`src/rtl/uart_host_pkg.sv`:
```
// uart_host_pkg
// Shared definitions for the UART host register slave.
// Contents:
//   - word addresses of every register in the host map
//   - default parameter and reset values
//   - state type of the RX read FSM
package uart_host_pkg;

  localparam logic [3:0] ADDR_CTRL      = 4'd0;
  localparam logic [3:0] ADDR_BAUD      = 4'd1;
  localparam logic [3:0] ADDR_OVS       = 4'd2;
  localparam logic [3:0] ADDR_HOLD_TIME = 4'd3;
  localparam logic [3:0] ADDR_HOLD_CNT  = 4'd4;
  localparam logic [3:0] ADDR_TX_DATA   = 4'd5;
  localparam logic [3:0] ADDR_RX_DATA   = 4'd6;
  localparam logic [3:0] ADDR_STATUS    = 4'd7;
  localparam logic [3:0] ADDR_TX_COUNT  = 4'd8;
  localparam logic [3:0] ADDR_RX_COUNT  = 4'd9;
  localparam logic [3:0] ADDR_INT_EN    = 4'd10;
  localparam logic [3:0] ADDR_INT_PEND  = 4'd11;

  localparam int TX_DEPTH_DEF  = 1024;
  localparam int BAUD_RST_DEF  = 868;
  localparam int OVS_RST_DEF   = 173;
  localparam int RX_TMO_DEF    = 4;
  localparam int HOLD_TIME_RST = 4;
  localparam int HOLD_CNT_RST  = 16;

  typedef enum logic [1:0] {
    IDLE,
    POP,
    WAIT
  } rx_state_t;

endpackage

```
`src/rtl/uart_host_rx_rd.sv`:
```
// uart_host_rx_rd
// RX_DATA read sequencer: pops one byte from the RX FIFO and produces the
// completion for the bus.
// Ports:
//   clk, rst            clock, asynchronous active-low reset
//   start               RX_DATA read accepted this cycle
//   rx_byte_count       current RX FIFO fill level
//   rx_byte_host(_dv)   FIFO read data and its valid strobe
//   rx_byte_host_rd     one-cycle FIFO pop
//   idle                FSM can accept a new bus request
//   ack, empty, data    completion pulse with {empty, data} payload
module uart_host_rx_rd
  import uart_host_pkg::*;
#(
  parameter int RX_TMO = RX_TMO_DEF
) (
  input  logic        clk,
  input  logic        rst,
  input  logic        start,
  input  logic [10:0] rx_byte_count,
  input  logic [7:0]  rx_byte_host,
  input  logic        rx_byte_host_dv,
  output logic        rx_byte_host_rd,
  output logic        idle,
  output logic        ack,
  output logic        empty,
  output logic [7:0]  data
);

  rx_state_t  state_q, state_d;
  logic [7:0] tmo_q;
  logic       timeout;
  logic       rd_d;

  // Counts WAIT cycles; the last allowed cycle gives up and reports empty.
  assign timeout = (tmo_q == 8'(RX_TMO - 1));

  // The pop is registered so the FIFO sees it in the first WAIT cycle and
  // its dv lands in the second one.
  always_ff @(posedge clk or negedge rst) begin
    if (!rst) begin
      state_q         <= IDLE;
      tmo_q           <= 8'd0;
      rx_byte_host_rd <= 1'b0;
    end else begin
      state_q         <= state_d;
      tmo_q           <= (state_q == WAIT) ? tmo_q + 8'd1 : 8'd0;
      rx_byte_host_rd <= rd_d;
    end
  end

  always_comb begin
    state_d = state_q;
    case (state_q)
      IDLE:    if (start) state_d = POP;
      POP:     state_d = (rx_byte_count == 11'd0) ? IDLE : WAIT;
      WAIT:    if (rx_byte_host_dv || timeout) state_d = IDLE;
      default: state_d = IDLE;
    endcase
  end

  always_comb begin
    idle  = (state_q == IDLE);
    ack   = 1'b0;
    empty = 1'b0;
    data  = 8'd0;
    rd_d  = 1'b0;
    case (state_q)
      POP: begin
        if (rx_byte_count == 11'd0) begin
          ack   = 1'b1;
          empty = 1'b1;
        end else begin
          rd_d = 1'b1;
        end
      end
      WAIT: begin
        if (rx_byte_host_dv) begin
          ack  = 1'b1;
          data = rx_byte_host;
        end else if (timeout) begin
          ack   = 1'b1;
          empty = 1'b1;
        end
      end
      default: ;
    endcase
  end

endmodule

```
`src/rtl/uart_host_regs.sv`:
```
// uart_host_regs
// Word-addressed host register slave in front of uart_top. Holds the line
// configuration, feeds the TX FIFO, pops the RX FIFO and raises irq.
// Build option: UART_HOST_IRQ_LATCH_EN makes INT_PEND sticky rising-edge
// pending flags that drive irq; without it INT_PEND reads 0 and irq is
// the level of int_status & INT_EN.
// Ports:
//   clk, rst                           clock, asynchronous active-low reset
//   bus_addr/wr/rd/wdata               CPU request (one-cycle strobes)
//   bus_rdata, bus_ack                 completion (rdata valid with ack)
//   tx_en, rx_en, baud_clk_cnt, over_sample_clk_cnt,
//   rx_int_holdoff_byte_time_cnt, rx_int_holdoff_byte_cnt  config to uart_top
//   tx_byte_host(_dv)                  TX FIFO write
//   rx_byte_host(_dv), rx_byte_host_rd RX FIFO read
//   tx_byte_count, rx_byte_count       FIFO fill levels
//   int_status                         raw interrupt sources
//   irq                                interrupt to the CPU
module uart_host_regs
  import uart_host_pkg::*;
#(
  parameter int TX_DEPTH = TX_DEPTH_DEF,
  parameter int BAUD_RST = BAUD_RST_DEF,
  parameter int OVS_RST  = OVS_RST_DEF,
  parameter int RX_TMO   = RX_TMO_DEF
) (
  input  logic        clk,
  input  logic        rst,
  input  logic [3:0]  bus_addr,
  input  logic        bus_wr,
  input  logic        bus_rd,
  input  logic [15:0] bus_wdata,
  output logic [15:0] bus_rdata,
  output logic        bus_ack,
  output logic        tx_en,
  output logic        rx_en,
  output logic [12:0] baud_clk_cnt,
  output logic [9:0]  over_sample_clk_cnt,
  output logic [10:0] rx_int_holdoff_byte_time_cnt,
  output logic [10:0] rx_int_holdoff_byte_cnt,
  output logic [7:0]  tx_byte_host,
  output logic        tx_byte_host_dv,
  input  logic [7:0]  rx_byte_host,
  input  logic        rx_byte_host_dv,
  output logic        rx_byte_host_rd,
  input  logic [10:0] tx_byte_count,
  input  logic [10:0] rx_byte_count,
  input  logic [4:0]  int_status,
  output logic        irq
);

  logic [1:0]  ctrl_q;
  logic        tx_ovf_q;
  logic [4:0]  int_en_q;
  logic [4:0]  int_pend;
  logic [15:0] rdata_q;
  logic [15:0] rd_mux;
  logic        reg_ack_q;
  logic        wr_req, rd_req, rx_start;
  logic        rx_idle, rx_ack, rx_empty;
  logic [7:0]  rx_data;
  logic        irq_d;
  logic        unused_wdata;

  assign unused_wdata = ^bus_wdata[15:13];

  // Requests are only taken while no RX read is in flight; a write beats a
  // simultaneous read, which is simply dropped.
  assign wr_req   = bus_wr & rx_idle;
  assign rd_req   = bus_rd & ~bus_wr & rx_idle;
  assign rx_start = rd_req & (bus_addr == ADDR_RX_DATA);

  assign tx_en     = ctrl_q[0];
  assign rx_en     = ctrl_q[1];
  assign bus_ack   = reg_ack_q | rx_ack;
  assign bus_rdata = rx_ack ? {7'd0, rx_empty, rx_data} : rdata_q;

  uart_host_rx_rd #(
    .RX_TMO (RX_TMO)
  ) u_rx_rd (
    .clk             (clk),
    .rst             (rst),
    .start           (rx_start),
    .rx_byte_count   (rx_byte_count),
    .rx_byte_host    (rx_byte_host),
    .rx_byte_host_dv (rx_byte_host_dv),
    .rx_byte_host_rd (rx_byte_host_rd),
    .idle            (rx_idle),
    .ack             (rx_ack),
    .empty           (rx_empty),
    .data            (rx_data)
  );

`ifdef UART_HOST_IRQ_LATCH_EN
  logic [4:0] pend_q, pend_d, status_q, pend_clr;

  // Set wins over a clear landing in the same cycle so no edge is lost.
  assign pend_clr = (wr_req && bus_addr == ADDR_INT_PEND) ? bus_wdata[4:0] : 5'd0;
  assign pend_d   = (pend_q & ~pend_clr) | (int_status & ~status_q);
  assign int_pend = pend_q;
  assign irq_d    = |(pend_d & int_en_q);

  always_ff @(posedge clk or negedge rst) begin
    if (!rst) begin
      pend_q   <= 5'd0;
      status_q <= 5'd0;
    end else begin
      pend_q   <= pend_d;
      status_q <= int_status;
    end
  end
`else
  assign int_pend = 5'd0;
  assign irq_d    = |(int_status & int_en_q);
`endif

  always_comb begin
    rd_mux = 16'd0;
    case (bus_addr)
      ADDR_CTRL:      rd_mux = {14'd0, ctrl_q};
      ADDR_BAUD:      rd_mux = {3'd0, baud_clk_cnt};
      ADDR_OVS:       rd_mux = {6'd0, over_sample_clk_cnt};
      ADDR_HOLD_TIME: rd_mux = {5'd0, rx_int_holdoff_byte_time_cnt};
      ADDR_HOLD_CNT:  rd_mux = {5'd0, rx_int_holdoff_byte_cnt};
      ADDR_STATUS:    rd_mux = {10'd0, tx_ovf_q, int_status};
      ADDR_TX_COUNT:  rd_mux = {5'd0, tx_byte_count};
      ADDR_RX_COUNT:  rd_mux = {5'd0, rx_byte_count};
      ADDR_INT_EN:    rd_mux = {11'd0, int_en_q};
      ADDR_INT_PEND:  rd_mux = {11'd0, int_pend};
      default:        rd_mux = 16'd0;
    endcase
  end

  // Register file, TX push and non-RX read completion all land one cycle
  // after the strobe.
  always_ff @(posedge clk or negedge rst) begin
    if (!rst) begin
      ctrl_q                       <= 2'd0;
      baud_clk_cnt                 <= 13'(BAUD_RST);
      over_sample_clk_cnt          <= 10'(OVS_RST);
      rx_int_holdoff_byte_time_cnt <= 11'(HOLD_TIME_RST);
      rx_int_holdoff_byte_cnt      <= 11'(HOLD_CNT_RST);
      int_en_q                     <= 5'd0;
      tx_ovf_q                     <= 1'b0;
      tx_byte_host                 <= 8'd0;
      tx_byte_host_dv              <= 1'b0;
      reg_ack_q                    <= 1'b0;
      rdata_q                      <= 16'd0;
      irq                          <= 1'b0;
    end else begin
      reg_ack_q       <= wr_req | (rd_req & ~rx_start);
      rdata_q         <= (rd_req & ~rx_start) ? rd_mux : 16'd0;
      tx_byte_host_dv <= 1'b0;
      irq             <= irq_d;
      if (wr_req) begin
        case (bus_addr)
          ADDR_CTRL:      ctrl_q <= bus_wdata[1:0];
          ADDR_BAUD:      baud_clk_cnt <= bus_wdata[12:0];
          ADDR_OVS:       over_sample_clk_cnt <= bus_wdata[9:0];
          ADDR_HOLD_TIME: rx_int_holdoff_byte_time_cnt <= bus_wdata[10:0];
          ADDR_HOLD_CNT:  rx_int_holdoff_byte_cnt <= bus_wdata[10:0];
          ADDR_INT_EN:    int_en_q <= bus_wdata[4:0];
          ADDR_STATUS:    if (bus_wdata[5]) tx_ovf_q <= 1'b0;
          ADDR_TX_DATA: begin
            if (int'(tx_byte_count) < TX_DEPTH) begin
              tx_byte_host    <= bus_wdata[7:0];
              tx_byte_host_dv <= 1'b1;
            end else begin
              tx_ovf_q <= 1'b1;
            end
          end
          default: ;
        endcase
      end
    end
  end

endmodule

```
`config.mk`:
```
export PLATFORM = sky130hd
export DESIGN_NAME = uart_host_regs
export DESIGN_NICKNAME = d
export VERILOG_FILES = /design/src/rtl/uart_host_pkg.sv /design/src/rtl/uart_host_rx_rd.sv /design/src/rtl/uart_host_regs.sv
export SDC_FILE = /design/constraint.sdc
export NUM_CORES = 1
export LEC_CHECK = 0
export CAP_MARGIN = 20
export CORE_ASPECT_RATIO = 1.2
export CORE_UTILIZATION = 45
export DETAILED_ROUTE_END_ITERATION = 8
export DONT_BUFFER_PORTS = 1
export PLACE_DENSITY = 0.57
export RECOVER_POWER = 25
export SLEW_MARGIN = 25
export SYNTH_ARGS = -nofsm -noshare
export SYNTH_HDL_FRONTEND = slang
export SYNTH_SLANG_ARGS = --single-unit
```
`constraint.sdc`:
```
create_clock -name clk -period 4.7 [get_ports clk]
set_input_delay 1.41 -clock clk [delete_from_list [all_inputs] [get_ports clk]]
set_output_delay 1.41 -clock clk [all_outputs]
set_load 0.03 [all_outputs]
```
==> results.tsv, run 1 <==
metric	value	unit
ys_warn_count	0	
die_area	10100	um^2
overflow	0	
numCtsBuffers	9	
synth.yosys.seq_area_share	0.508	
clock-sinks	88	
pre_cts_ws	0.381	ns
io_buffers	0	
tritoncts	built	
grt_usage	0.237	
post_drt_wl_per_cell	23.7	um
rows	39	
arrival	2.89	ns
layout.nets	422	
regArea	2220	um^2
final.setup.worst_slack	0.403	ns
drive_gt1_frac	0.298	
start_kind	input port	
critical_path_class	in2out	
synth_top_family_by_area	multiplexers	
fin_crit	4.30	ns
dpl.hpwl	8320	um
worstPathMaxFanout	13	
ioPinCount	135	
fill_cells	893	
async_reset_ff_frac	1.00	
post_cts_buffers	0	
cts_resized	0	
hold_viol_final	0	
synthFlopType	dfrtp_1	
die_w	91.9	um
slew_violations	0	
setup_tns	0	ns
drt_iter0_drc	201	
vias	2965	
h-tree-depth	3	
syn_avg_cell_area	12.0	um^2
power.density	621	nW/um^2
muxShareOfSynthArea	0.187	
power.leakage	1.97	nW
synthSimpleGateAreaFrac	0.121	
fin_crit_sh	0.914	
final_cell_mix	76 x dfrtp_1, 69 x mux2_2, 19 x nor2_1	
cts_buffer_depth	2	
multi_input_comb_area	2010	um^2
end_kind	output port	
skew	0.00630	ns
required	3.29	ns
irDropWorstVdd	353	uV
grt_max_degree	89	
ant_nets	0	
die_h	110	um
drt_wl_total	11500	um
relSlewSlack	0.374	
synth-seq-cells	88	
path_clk_slew	0.05	ns
syn_area	4360	um^2
hold_buffers	0	
outcome	complete, no violations	
start_util	0.461	
grt_setup_unrepaired	false	
area_delta_synth_final	8.14	%
grt_pass1_vias	3000	
root_buffer	clkbuf_16	
drc	0	
worstSkewPairLatency	0.34	ns
synth_xor_area_frac	0.0120	
fmax	0.233	GHz
synth-compound-area-share	0.124	
hold_path.class	reg2reg	
dr.pass1.iters	4	
synth_edf_count	0	
grt_pass1_wl	17400	um
maxCapViolations	0	
netlist_instances	364	
antennaDiodeCount	0	
tightest_slew	0.932	ns
finalSetupViolCount	0	
antenna_found_initial	0	
viasPerCell	6.10	
synthAdderAreaFrac	0.0115	
gp_congestion	0.832	
core_area	9470	um^2
synth_cell_type_count	53	
final_common_cell	dfrtp_1	
per-stage QoR:
stage / hold WS [ns] / total power [mW] / util / area [um^2] / instances
global route: 0.496 / 3.06 / 0.499 / 4720 / 486
finish: 0.442 / 2.93 / 0.499 / 4720 / 486
floorplan: 0.417 / 2.12 / - / 4370 / 366
CTS: 0.442 / 2.96 / 0.499 / 4720 / 486
global placement: 0.434 / 2.25 / 0.468 / 4430 / 469
detailed placement: 0.435 / 2.27 / 0.469 / 4440 / 470
path summary, 6_finish.rpt:
path | startpoint | end | slack, ns | depth (start not counted)
max | rx_byte_count[0] | bus_rdata[0] | 0.40 | 4
min | u_rx_rd.tmo_q[0]$_DFF_PN0_ | u_rx_rd.tmo_q[0]$_DFF_PN0_ | 0.44 | 1
max reg2reg | u_rx_rd.state_q[0]$_DFFE_PN0P_ | rx_int_holdoff_byte_cnt[9]$_DFFE_PN0P_ | 2.21 | 6
min reg2reg | u_rx_rd.tmo_q[0]$_DFF_PN0_ | u_rx_rd.tmo_q[0]$_DFF_PN0_ | 0.44 | 1
max in group asynchronous | rst | over_sample_clk_cnt[7]$_DFFE_PN1P_ | 3.70 | 0
min in group asynchronous | rst | u_rx_rd.tmo_q[4]$_DFF_PN0_ | 0.77 | 0
report_power, final:
group	internal, mW	switching [mW]	leakage, nW	total, mW
registers	1.06	0.713	1.10	1.77
logic	0.279	0.204	0.731	0.483
clock network	0.403	0.271	0.137	0.674
total	1.74	1.19	1.97	2.93
synthesized netlist by cell type (all sizes together) (2+ instances only):
master  instances  area [um^2]
a21oi          11         55.1
a221oi          2         17.5
a222oi          2         20.0
a22o           15          131
a22oi           6         45.0
a31o            2         17.5
a31oi           5         31.3
a32oi          11         96.3
and2            8         50.1
and3           10         62.6
buf            19          115
clkbuf          4         15.0
dfrtp          76         1900
dfstp          12          315
ha              4         50.1
inv             6         22.5
mux2           69          777
mux2i           4         40.0
nand2          11         41.3
nand2b          5         31.3
nand3           9         45.0
nand3b          2         15.0
nand4           2         12.5
nor2           20         77.6
nor2b          11         68.8
nor3            4         25.0
nor4            6         65.1
o21ai           4         20.0
or2             3         18.8
xnor2           2         17.5
xor2            4         35.0
area by class of cell:
cell class / count / share of cell area
tap: 123 / 0.0326
sequential: 88 / 0.470
clock buffer: 16 / 0.0597
timing repair buffer: 4 / 0.00716
multi-input combinational: 249 / 0.426
inverter: 6 / 0.00477
logic make-up (layout without fill, tap and decap cells):
kind of cell    after synthesis  count (layout)
buf+inv                      29              26
fa+ha+maj                     4               4
flops                        88              88
compound gates               70              70
mux                          73              73
simple gates                 93              93
other cells                   1               3
xor+xnor                      6               6
flip-flops by register name (all words and copies together) (netlist names), 5 cells and up:
name                          count
over_sample_clk_cnt              10
tx_byte_host                      8
int_en_q                          5
rx_int_holdoff_byte_cnt          11
rdata_q                          13
u_rx_rd.tmo_q                     8
baud_clk_cnt                     13
rx_int_holdoff_byte_time_cnt     11
critical path, cell delays in order:
cell and delay (ns):
nor3_1 0.07, and3_1 0.25, a32oi_1 0.71, a22o_1 0.45
metal layers:
metal	up-vias	track usage	share of wire
li1	1331	-	-
met1	1496	0.306	0.42
met2	120	0.362	0.47
met3	18	0.0885	0.086
met4	0	0.0904	0.024
met5	-	0	0
Note: power is estimated with default switching activity, not from simulation.
==> run 2, diff against run 1 <==
--- a/config.mk
+++ b/config.mk
@@ -5,12 +5,13 @@
 export SDC_FILE = /design/constraint.sdc
 export NUM_CORES = 1
 export LEC_CHECK = 0
+export ABC_CLOCK_PERIOD_IN_PS = 3720
 export CAP_MARGIN = 20
 export CORE_ASPECT_RATIO = 1.2
 export CORE_UTILIZATION = 45
 export DETAILED_ROUTE_END_ITERATION = 8
 export DONT_BUFFER_PORTS = 1
-export PLACE_DENSITY = 0.57
+export PLACE_DENSITY = 0.59
 export RECOVER_POWER = 25
 export SLEW_MARGIN = 25
 export SYNTH_ARGS = -nofsm -noshare
==> constraint.sdc (replaced) <==
create_clock -name clk -period 3.72 [get_ports clk]
set_input_delay 1.116 -clock clk [delete_from_list [all_inputs] [get_ports clk]]
set_output_delay 1.116 -clock clk [all_outputs]
set_load 0.03 [all_outputs]
==> results.tsv, run 2 (synthesis results as in run 1) <==
metric	value	unit	change
outcome	complete, no violations		
ioPinCount	135		unchanged
arrival	2.45	ns	-0.44 ns
dpl.hpwl	8320	um	about the same
final_common_cell	dfrtp_1		
irDropWorstVdd	392	uV	+11%
drt_iter0_drc	203		+1.0%
slew_violations	0		unchanged
post_drt_wl_per_cell	23.0	um	-2.7%
h-tree-depth	3		unchanged
core_area	9470	um^2	unchanged
numCtsBuffers	9		unchanged
place_area	4540	um^2	+2.3%
p_total	3.83	mW	+31%
final_cell_mix	76 x dfrtp_1, 69 x mux2_2, 19 x nor2_1		
pre_cts_ws	0.0336	ns	-0.348 ns
cpPeakStageDelay	0.28	ns	-0.43 ns
antennaDiodeCount	0		unchanged
maxCapViolations	0		unchanged
start_kind	input port		
antenna_found_initial	0		unchanged
holdWs	0.454	ns	+0.0129 ns
critical_path_buf_inv_count	2		+2
power.leakage	2.07	nW	+5.1%
drc	0		unchanged
start_util	0.461		unchanged
holdPathEnd	u_rx_rd.tmo_q[0]$_DFF_PN0_		
r2r_start	u_rx_rd.state_q[0]$_DFFE_PN0P_		
fill_cells	868		-2.8%
r2r_cells	6		unchanged
cts_resized	0		unchanged
fmax	0.281	GHz	
worstSkewPairLatency	0.34	ns	about the same
regArea	2220	um^2	unchanged
hold_viol_final	0		unchanged
cts_buffer_depth	2		unchanged
area_delta_synth_final	11.5	%	
die_area	10100	um^2	unchanged
tightest_slew	0.933	ns	+0.000989 ns
ant_nets	0		unchanged
fin_crit_sh	0.958		
dr.pass1.iters	4		unchanged
tritoncts	built		
overflow	0		unchanged
skew	0.00664	ns	+0.000338 ns
gp_congestion	0.819		-1.6%
final.setup.worst_slack	0.158	ns	-0.245 ns
ff2ff_setup_slack	1.26	ns	-0.95 ns
post_cts_buffers	0		unchanged
end_kind	output port		
path_clk_slew	0.06	ns	about the same
power.density	788	nW/um^2	+27%
worstPathMaxFanout	7		-6
grt_max_degree	89		unchanged
io_buffers	0		unchanged
die_w	91.9	um	unchanged
reg_top3	baud_clk_cnt: 13 flops, rdata_q: 13 flops		
design_area	4870	um^2	+3.1%
finalSetupViolCount	0		unchanged
die_h	110	um	unchanged
drive_gt1_frac	0.336		+0.0385
grt_pass1_wl	17600	um	+0.99%
timing.rr.end	rx_int_holdoff_byte_cnt[6]$_DFFE_PN0P_		
root_buffer	clkbuf_16		
holdPathStages	1		unchanged
fin_crit	3.56	ns	
multi_input_comb_area	2010	um^2	unchanged
min_from	u_rx_rd.tmo_q[0]$_DFF_PN0_		
required	2.60	ns	-0.69 ns
grt_setup_unrepaired	false		
hold_path.class	reg2reg		
grt_usage	0.237		+0.000458
crit_chain	nor4_1, and3_1, a32oi_1, clkbuf_2, a22o_1, buf_4		
relSlewSlack	0.373		-0.000664
viasPerCell	6.06		-0.67%
grt_pass1_vias	3092		+3.1%
crit_slowest_cell	and3_1		
fin_util	0.514		+0.0155
layout.nets	437		+3.6%
drt_wl_total	11500	um	+0.31%
hold_buffers	0		unchanged
critical_path_class	in2out		
clock-sinks	88		unchanged
vias	3036		+2.4%
instances_no_fill	501		+3.1%
rows	39		unchanged
setup_tns	0	ns	unchanged
critPathTopFamily	simple AND/OR/NAND/NOR gates		
dp_cells	484		+3.0%
run 2: area by class of cell:
type | count | area share
clock buffer | 9 | 0.0463
clock inverter | 7 | 0.0198
inverter | 6 | 0.00463
multi-input combinational | 249 | 0.413
sequential | 88 | 0.456
tap | 123 | 0.0316
timing repair buffer | 19 | 0.0288
run 2: per-layer routing:
metal / track usage / vias to the layer above / wire [um]
met1: 0.293 / 1514 / 4670
met4: 0.0859 / 0 / 286
li1: - / 1365 / -
met5: 0 / - / 0
met3: 0.115 / 20 / 1250
met2: 0.360 / 137 / 5340
run 2: how the worst max path moves through the flow:
stage,from,endpoint,cells after the start
detailed placement,rx_byte_count[0],bus_rdata[3],5
global route,rx_byte_count[7],bus_rdata[6],6
global placement,rx_byte_count[0],bus_rdata[4],5
CTS,rx_byte_count[0],bus_rdata[3],5
floorplan,rx_byte_count[7],bus_rdata[8],4
finish,rx_byte_count[7],bus_rdata[6],6
run 2: power by group:
group	internal [mW]	switching (mW)	leakage, nW
registers	1.34	0.902	1.10
logic	0.368	0.263	0.809
clock network	0.589	0.375	0.159
==> run 3, diff against run 2 <==
--- a/config.mk
+++ b/config.mk
@@ -5,13 +5,13 @@
 export SDC_FILE = /design/constraint.sdc
 export NUM_CORES = 1
 export LEC_CHECK = 0
-export ABC_CLOCK_PERIOD_IN_PS = 3720
+export ABC_CLOCK_PERIOD_IN_PS = 3700
 export CAP_MARGIN = 20
 export CORE_ASPECT_RATIO = 1.2
 export CORE_UTILIZATION = 45
 export DETAILED_ROUTE_END_ITERATION = 8
 export DONT_BUFFER_PORTS = 1
-export PLACE_DENSITY = 0.59
+export PLACE_DENSITY = 0.57
 export RECOVER_POWER = 25
 export SLEW_MARGIN = 25
 export SYNTH_ARGS = -nofsm -noshare
==> constraint.sdc (replaced) <==
create_clock -name clk -period 3.7 [get_ports clk]
set_input_delay 1.11 -clock clk [delete_from_list [all_inputs] [get_ports clk]]
set_output_delay 1.11 -clock clk [all_outputs]
set_load 0.03 [all_outputs]
==> results.tsv, run 3 (synthesis results as in run 1) <==
metric	value	unit	change
outcome	complete, no violations		
grt_pass1_wl	17400	um	-1.0%
comb_power_share	0.160		-0.005
path_clk_slew	0.06	ns	about the same
grt_usage	0.238		+0.000372
holdWs	0.448	ns	-0.00691 ns
overflow	0		unchanged
arrival	2.39	ns	-0.06 ns
io_buffers	0		unchanged
finalSetupViolCount	0		unchanged
fin_util	0.519		+0.00529
hold_buffers	0		unchanged
rows	39		unchanged
core_area	9470	um^2	unchanged
post_cts_buffers	0		unchanged
reg_top3	baud_clk_cnt: 13 flops, rdata_q: 13 flops		
relSlewSlack	0.418		+0.0451
dpl.hpwl	8370	um	+0.56%
power.density	812	nW/um^2	+3.1%
p_total	3.99	mW	+4.1%
ioPinCount	135		unchanged
hold_path.class	reg2reg		
clock-sinks	88		unchanged
die_w	91.9	um	unchanged
die_area	10100	um^2	unchanged
viasPerCell	6.09		+0.56%
drt_wl_total	11500	um	about the same
fin_crit_sh	0.946		
hold_viol_final	0		unchanged
dp_cells	484		unchanged
worstSkewPairLatency	0.34	ns	about the same
slew_violations	0		unchanged
dr.pass1.iters	5		+1
drt_iter0_drc	155		-24%
layout.nets	436		-0.23%
switchingPower	1.53	mW	-0.42%
tightest_slew	0.866	ns	-0.0671 ns
h-tree-depth	3		unchanged
pre_cts_ws	-0.00838	ns	-0.0420 ns
cts_buffer_depth	2		unchanged
drive_gt1_frac	0.337		+0.000891
grt_pass1_vias	3057		-1.1%
setup_tns	0	ns	unchanged
fin_crit	3.50	ns	
required	2.59	ns	about the same
post_drt_wl_per_cell	23.1	um	+0.10%
p_seq_frac	0.563		-0.021
die_h	110	um	unchanged
irDropWorstVdd	435	uV	+11%
root_buffer	clkbuf_16		
worstPathMaxFanout	13		+6
final_cell_mix	76 x dfrtp_1, 69 x mux2_2, 19 x nor2_1		
ff2ff_setup_slack	1.23	ns	-0.03 ns
numCtsBuffers	9		unchanged
start_util	0.461		unchanged
power.share.clock	0.277		+0.026
vias	3047		+0.36%
final_common_cell	dfrtp_1		
final.setup.worst_slack	0.201	ns	+0.0428 ns
area_delta_synth_final	12.6	%	
critical_path_class	in2out		
gp_congestion	0.804		-1.9%
regArea	2220	um^2	unchanged
grt_max_degree	89		unchanged
swShare	0.384		-0.0176
p_int	2.46	mW	+7.2%
multi_input_comb_area	2020	um^2	+0.37%
fmax	0.286	GHz	
skew	0.00737	ns	+0.000734 ns
end_kind	output port		
power.leakage	2.10	nW	+1.3%
design_area	4920	um^2	+1.0%
fill_cells	881		+1.5%
antennaDiodeCount	0		unchanged
drc	0		unchanged
tritoncts	built		
place_area	4540	um^2	unchanged
grt_setup_unrepaired	false		
instances_no_fill	500		-0.20%
antenna_found_initial	0		unchanged
maxCapViolations	0		unchanged
ant_nets	0		unchanged
cts_resized	1		+1
start_kind	input port		
[run 3: changes by cell type in the layout (fill, tap and decap cells not counted)]
cell       change
clkinv_4       -3
bufinv_16      +2
a32oi_1        -1
a32oi_2        +1
clkbuf_2       -1
clkbuf_8       +1
[run 3: critical path: stages]
cell,delay (ns)
nor3_1,0.29
and3_1,0.31
a32oi_2,0.19
a22o_1,0.31
buf_4,0.16
[run 3: per-layer routing]
layer  wire [um]  share of wire  track usage
met1        4870           0.42        0.312
met4         325          0.028        0.113
met5           0              0            0
met3        1050          0.091       0.0823
met2        5290           0.46        0.352
[run 3: path summary, 6_finish.rpt]
check / startpoint / to / cells after the start
min reg2reg: u_rx_rd.tmo_q[0]$_DFF_PN0_ / u_rx_rd.tmo_q[0]$_DFF_PN0_ / 1
max in group asynchronous: rst / over_sample_clk_cnt[0]$_DFFE_PN1P_ / 0
min in group asynchronous: rst / u_rx_rd.tmo_q[4]$_DFF_PN0_ / 0
max reg2reg: u_rx_rd.state_q[0]$_DFFE_PN0P_ / rx_int_holdoff_byte_cnt[9]$_DFFE_PN0P_ / 6
max: rx_byte_count[0] / bus_rdata[6] / 5
min: u_rx_rd.tmo_q[0]$_DFF_PN0_ / u_rx_rd.tmo_q[0]$_DFF_PN0_ / 1
[run 3: cell type report]
type	count	area share
inverter	6	0.00458
sequential	88	0.451
clock buffer	10	0.0486
multi-input combinational	249	0.411
clock inverter	6	0.0265
tap	123	0.0313
timing repair buffer	18	0.0275
[run 3: power groups by stage]
| stage | logic [mW] | registers, mW | clock network (mW) |
|---|---|---|---|
| after floorplan | 0.546 | 2.15 | 0 |
| after global placement | 0.610 | 2.27 | 0 |
| after detailed placement | 0.635 | 2.27 | 0 |
| after CTS | 0.642 | 2.25 | 1.13 |
| after global routing | 0.696 | 2.30 | 1.16 |
| final | 0.637 | 2.25 | 1.11 |
